$ cat config.mk
export PLATFORM = sky130hd
export DESIGN_NAME = pipeline_control
export DESIGN_NICKNAME = d
export VERILOG_FILES = /design/src/rtl/pipeline_control.sv
export SDC_FILE = /design/constraint.sdc
export NUM_CORES = 1
export LEC_CHECK = 0
export BUFFER_PORTS_ARGS = -buffer_cell sky130_fd_sc_hd__buf_2
export CAP_MARGIN = 20
export CORE_UTILIZATION = 53
export CTS_CLUSTER_DIAMETER = 50
export DETAILED_ROUTE_END_ITERATION = 7
export GPL_ROUTABILITY_DRIVEN = 0
export MAX_ROUTING_LAYER = met4
export PLACE_DENSITY = 0.81
export SYNTH_ARGS = -nofsm -noshare
export SYNTH_HDL_FRONTEND = slang
export SYNTH_SLANG_ARGS = --single-unit
$ cat constraint.sdc
create_clock -name clk -period 2.6 [get_ports clk]
set_clock_uncertainty 0.15 [all_clocks]
set_input_delay 0.26 -clock clk [delete_from_list [all_inputs] [get_ports clk]]
set_output_delay 0.26 -clock clk [all_outputs]
set_load 0.02 [all_outputs]
$ cat src/rtl/pipeline_control.sv
// Hazard, stall and flush controller for the 5-stage RV32I pipeline.
// Drives stage-register load/flush and PC redirect, and keeps saturating perf counters.
module pipeline_control #(
  parameter int unsigned WIDTH = 32,
  parameter int unsigned CW    = 32
) (
  input  logic             clk,
  input  logic             reset,
  input  logic             icache_read,
  input  logic             icache_resp,
  input  logic             dcache_read,
  input  logic             dcache_write,
  input  logic             dcache_resp,
  input  logic             load_use_hazard,
  input  logic             branch_taken,
  input  logic [WIDTH-1:0] branch_target,
  output logic             load_pc,
  output logic             pc_sel_redirect,
  output logic [WIDTH-1:0] redirect_target,
  output logic             load_if_id,
  output logic             load_id_ex,
  output logic             load_ex_mem,
  output logic             load_mem_wb,
  output logic             flush_if_id,
  output logic             flush_id_ex,
  output logic             flush_ex_mem,
  output logic             icache_read_en,
  output logic [CW-1:0]    stall_count,
  output logic [CW-1:0]    redirect_count
);

  typedef enum logic [1:0] {
    StRun,
    StImissRedirect,
    StRedirect
  } state_e;

  state_e           state_q, state_d;
  logic [WIDTH-1:0] redirect_q, redirect_d;
  logic [CW-1:0]    stall_q, redir_cnt_q;
  logic             istall, dstall;

  assign istall = icache_read & ~icache_resp;
  assign dstall = (dcache_read | dcache_write) & ~dcache_resp;

  always_comb begin
    state_d         = state_q;
    redirect_d      = redirect_q;
    load_pc         = 1'b1;
    pc_sel_redirect = 1'b0;
    redirect_target = branch_target;
    load_if_id      = 1'b1;
    load_id_ex      = 1'b1;
    load_ex_mem     = 1'b1;
    load_mem_wb     = 1'b1;
    flush_if_id     = 1'b0;
    flush_id_ex     = 1'b0;
    flush_ex_mem    = 1'b0;
    icache_read_en  = 1'b1;

    unique case (state_q)
      StRun: begin
        if (branch_taken && !istall) begin
          pc_sel_redirect = 1'b1;
          flush_if_id     = 1'b1;
          flush_id_ex     = 1'b1;
          flush_ex_mem    = 1'b1;
        end else if (branch_taken) begin
          // The wrong-path fetch cannot be aborted; park the target until it returns.
          redirect_d   = branch_target;
          load_pc      = 1'b0;
          flush_if_id  = 1'b1;
          flush_id_ex  = 1'b1;
          flush_ex_mem = 1'b1;
          state_d      = StImissRedirect;
        end else if (load_use_hazard) begin
          load_pc     = 1'b0;
          load_if_id  = 1'b0;
          flush_id_ex = 1'b1;
        end else if (istall) begin
          load_pc     = 1'b0;
          flush_if_id = 1'b1;
        end
      end
      StImissRedirect: begin
        load_pc         = 1'b0;
        flush_if_id     = 1'b1;
        redirect_target = redirect_q;
        if (icache_resp) begin
          state_d = StRedirect;
        end
      end
      StRedirect: begin
        icache_read_en  = 1'b0;
        redirect_target = redirect_q;
        pc_sel_redirect = 1'b1;
        flush_if_id     = 1'b1;
        state_d         = StRun;
      end
      default: state_d = StRun;
    endcase

    // A data-cache stall freezes the whole pipe, including this controller.
    if (dstall) begin
      state_d         = state_q;
      redirect_d      = redirect_q;
      load_pc         = 1'b0;
      pc_sel_redirect = 1'b0;
      load_if_id      = 1'b0;
      load_id_ex      = 1'b0;
      load_ex_mem     = 1'b0;
      load_mem_wb     = 1'b0;
      flush_if_id     = 1'b0;
      flush_id_ex     = 1'b0;
      flush_ex_mem    = 1'b0;
    end

    if (!reset) begin
      load_pc         = 1'b0;
      pc_sel_redirect = 1'b0;
      redirect_target = '0;
      load_if_id      = 1'b0;
      load_id_ex      = 1'b0;
      load_ex_mem     = 1'b0;
      load_mem_wb     = 1'b0;
      flush_if_id     = 1'b0;
      flush_id_ex     = 1'b0;
      flush_ex_mem    = 1'b0;
      icache_read_en  = 1'b0;
    end
  end

  always_ff @(posedge clk or negedge reset) begin
    if (!reset) begin
      state_q    <= StRun;
      redirect_q <= '0;
    end else begin
      state_q    <= state_d;
      redirect_q <= redirect_d;
    end
  end

  always_ff @(posedge clk or negedge reset) begin
    if (!reset) begin
      stall_q     <= '0;
      redir_cnt_q <= '0;
    end else begin
      if (!load_pc && stall_q != {CW{1'b1}}) begin
        stall_q <= stall_q + CW'(1);
      end
      if (load_pc && pc_sel_redirect && redir_cnt_q != {CW{1'b1}}) begin
        redir_cnt_q <= redir_cnt_q + CW'(1);
      end
    end
  end

  assign stall_count    = stall_q;
  assign redirect_count = redir_cnt_q;

endmodule

==> flow_summary.toml <==
[status]
status = "completed"

[pwr]
p_leak_nw = 3.20
p_per_area_mw_per_mm2 = 856
ir_worst_vdd_v = 0.000511
power_mw = 5.62

[clocking]
htreeDepth = 3
clkTransAtPathRegs_ns = 0.09
cts_buffer_depth = 2
cts_setup_buffers = 0
cts_buffers = 9
insertion_delay_ns = 0.35
cts_tree = "built"
root_buffer = "clkbuf_8"
cts.sinks = 98

[worst_setup_path]
rrSetupSlack_ns = 0.24
crit_fanout = 28
cp-start-kind = "flip-flop"
worstSetupPathType = "flip-flop to primary output"
required_ns = 2.19
critPathArrivalTime_ns = 2.02
crit_path_end_kind = "primary output"
cp-startpoint = "state_q[1]"
r2r_start = "redirect_count[0]"

[synth]
synthCells = 475
yosys.area.top_type_share = 0.473
syn_nets = 523
yosys_register_bits = 98
synth_edf_count = 0
ys_types = 47
async_reset_ff_frac = 1.00
synth_top_flop_cell = "dfrtp_1"
ys_seq_area_frac = 0.473
synth_area_leaders = "dfrtp_1, mux2_2, xnor2_1"
synth_area_per_cell_um2 = 10.9
yosys.area.top_type = "dfrtp_1"
syn_area_mm2 = 0.00518
yosysWarningCount = 0

[placed_design]
io_buffer_count = 146
hpwl_um = 8050

[route]
drtIter0Drc = 183
wirelength_um = 11700
vias = 4222
wire_per_inst_um = 15.0
via_per_inst = 5.39
first_pass_iters = 4
drc = 0
drtAntennaViolNets = 0

[global_route]
globalRouteTotalUtil = 0.243
grt_pass1_vias = 4083
grt_pass1_wl_um = 19100
grt_overflow = 0
antenna_found_initial = 0
grt_max_degree = 132

[sta]
final-setup-viol-count = 0
hold_violations = 0
min_period_over_period = 0.934
rsz0062_at_grt = "false"
slew_headroom = 0.461
max_freq_mhz = 412
tightest_slew_ns = 0.805
period_needed_ns = 2.43
drv_slew = 0
tns_ns = 0

[worst_hold_path]
worst_hold_startpoint = "branch_target[26]"
min-delay-path-class = "primary input to flip-flop"

[finish]
post-route-util = 0.701
nets = 697
syn2layout_area_growth_pct = 26.7
drive_above_1_share = 0.338
fillers = 728
antennaDiodeCount = 0

[flow_run]
cap_violations = 0

[floorplanning]
rows = 35
die-width_um = 101
start_util = 0.553
die_area_mm2 = 0.0102
core_area_mm2 = 0.00937
ios = 147
die_h_um = 101
==> synthesized netlist by cell type, types with 2 or more instances <==
master,instances
a31oi_1,5
and3_1,14
and4_1,5
buf_2,4
buf_4,2
clkbuf_1,11
dfrtp_1,98
ha_1,7
inv_1,13
mux2_2,34
mux2i_1,32
nand2_1,22
nand2b_1,2
nand3_1,25
nand3_2,2
nand4_1,24
nor2_1,21
nor2b_1,34
nor3_1,20
nor3_2,2
nor3b_1,3
nor4_1,6
nor4b_4,2
o21ai_0,3
o21ai_1,4
or3_1,2
xnor2_1,37
xor2_1,22
==> critical path: stages, from the launching register on <==
cell and delay (ns):
dfrtp_1 0.40, inv_1 0.11, ha_4 0.35, buf_12 0.23, mux2i_1 0.28, nor2b_1 0.11, buf_2 0.17
==> cells by family (layout without fill, tap and decap cells) <==
family,count (synthesis),after routing,share of synthesized area
AO/OA/AOI/OAI,19,19,0.0256
multiplexers,67,67,0.139
buffers and inverters,32,211,0.0270
AND/OR/NAND/NOR,193,193,0.219
adder cells (fa/ha/maj),7,7,0.0169
flip-flops,98,98,0.473
XOR/XNOR,59,59,0.0997
==> final cells by class <==
cell class                 instances  area [um^2]  share of cell area
clock inverter                     6         65.1             0.00991
multi-input combinational        345         2610               0.397
clock buffer                      10          138              0.0210
tap                              129          161              0.0246
sequential                        98         2450               0.374
inverter                          13         48.8             0.00743
timing repair buffer             182         1090               0.167
==> state kept, by name, summed over array words and instances, names as in the netlist <==
signal and count:
redirect_q 32, redirect_count 32, state_q 2, stall_count 32
==> cell usage in the layout, fill, tap and decap left out, drive strengths merged, types with 2 or more instances in the layout <==
cell         Yosys  final
inv             13     14
nand4           24     24
nor4b            2      2
nand3           27     27
dlygate4sd3      0     26
xnor2           37     37
a31oi            6      6
and4             5      5
clkbuf          11     10
mux2i           32     32
clkinv           0      3
xor2            22     22
buf              8    156
and3            14     14
nor2b           34     34
ha               7      7
nand2           22     22
or3              2      2
o21ai            7      7
or4              2      2
nor3b            3      3
nand2b           2      2
dfrtp           98     98
nor3            22     22
mux2            35     35
nor2            23     23
nor4             6      6
==> through the flow <==
step,setup slack (ns),hold slack (ns),std cells,instance area (um^2)
finish,0.171,0.0130,783,6570
global route,0.0249,0.00117,783,6570
CTS,0.122,0.00212,781,6540
detailed placement,0.256,0.290,741,6090
global placement,0.353,0.290,741,6090
floorplan,0.259,-0.186,475,5180
==> path summary, 6_finish.rpt <==
check / end / cells past startpoint
max: redirect_target[30] / 6
min: redirect_q[26] / 2
max reg2reg: redirect_count[26] / 7
min reg2reg: stall_count[31] / 1
max in group asynchronous: redirect_q[21] / 3
min in group asynchronous: redirect_count[6] / 3
==> what timing repair did <==
item	CTS	global route
hold buffers	24	2
gates resized for setup	0	1
endpoints found under the setup margin	0	2
hold endpoints to repair	121	2
==> routing by layer <==
metal	GRT usage	share of wire	vias up
met4	0.0513	0.0078	0
li1	-	-	2022
met2	0.396	0.48	130
met1	0.316	0.45	2060
met3	0.0479	0.059	10
met5	-	0	-
==> power breakdown <==
part	switching [mW]	internal (mW)	total, mW
sequential	0.288	1.90	2.19
clock	0.532	0.474	1.01
combinational	1.34	1.09	2.43
Note: power is estimated with default switching activity, not from simulation.
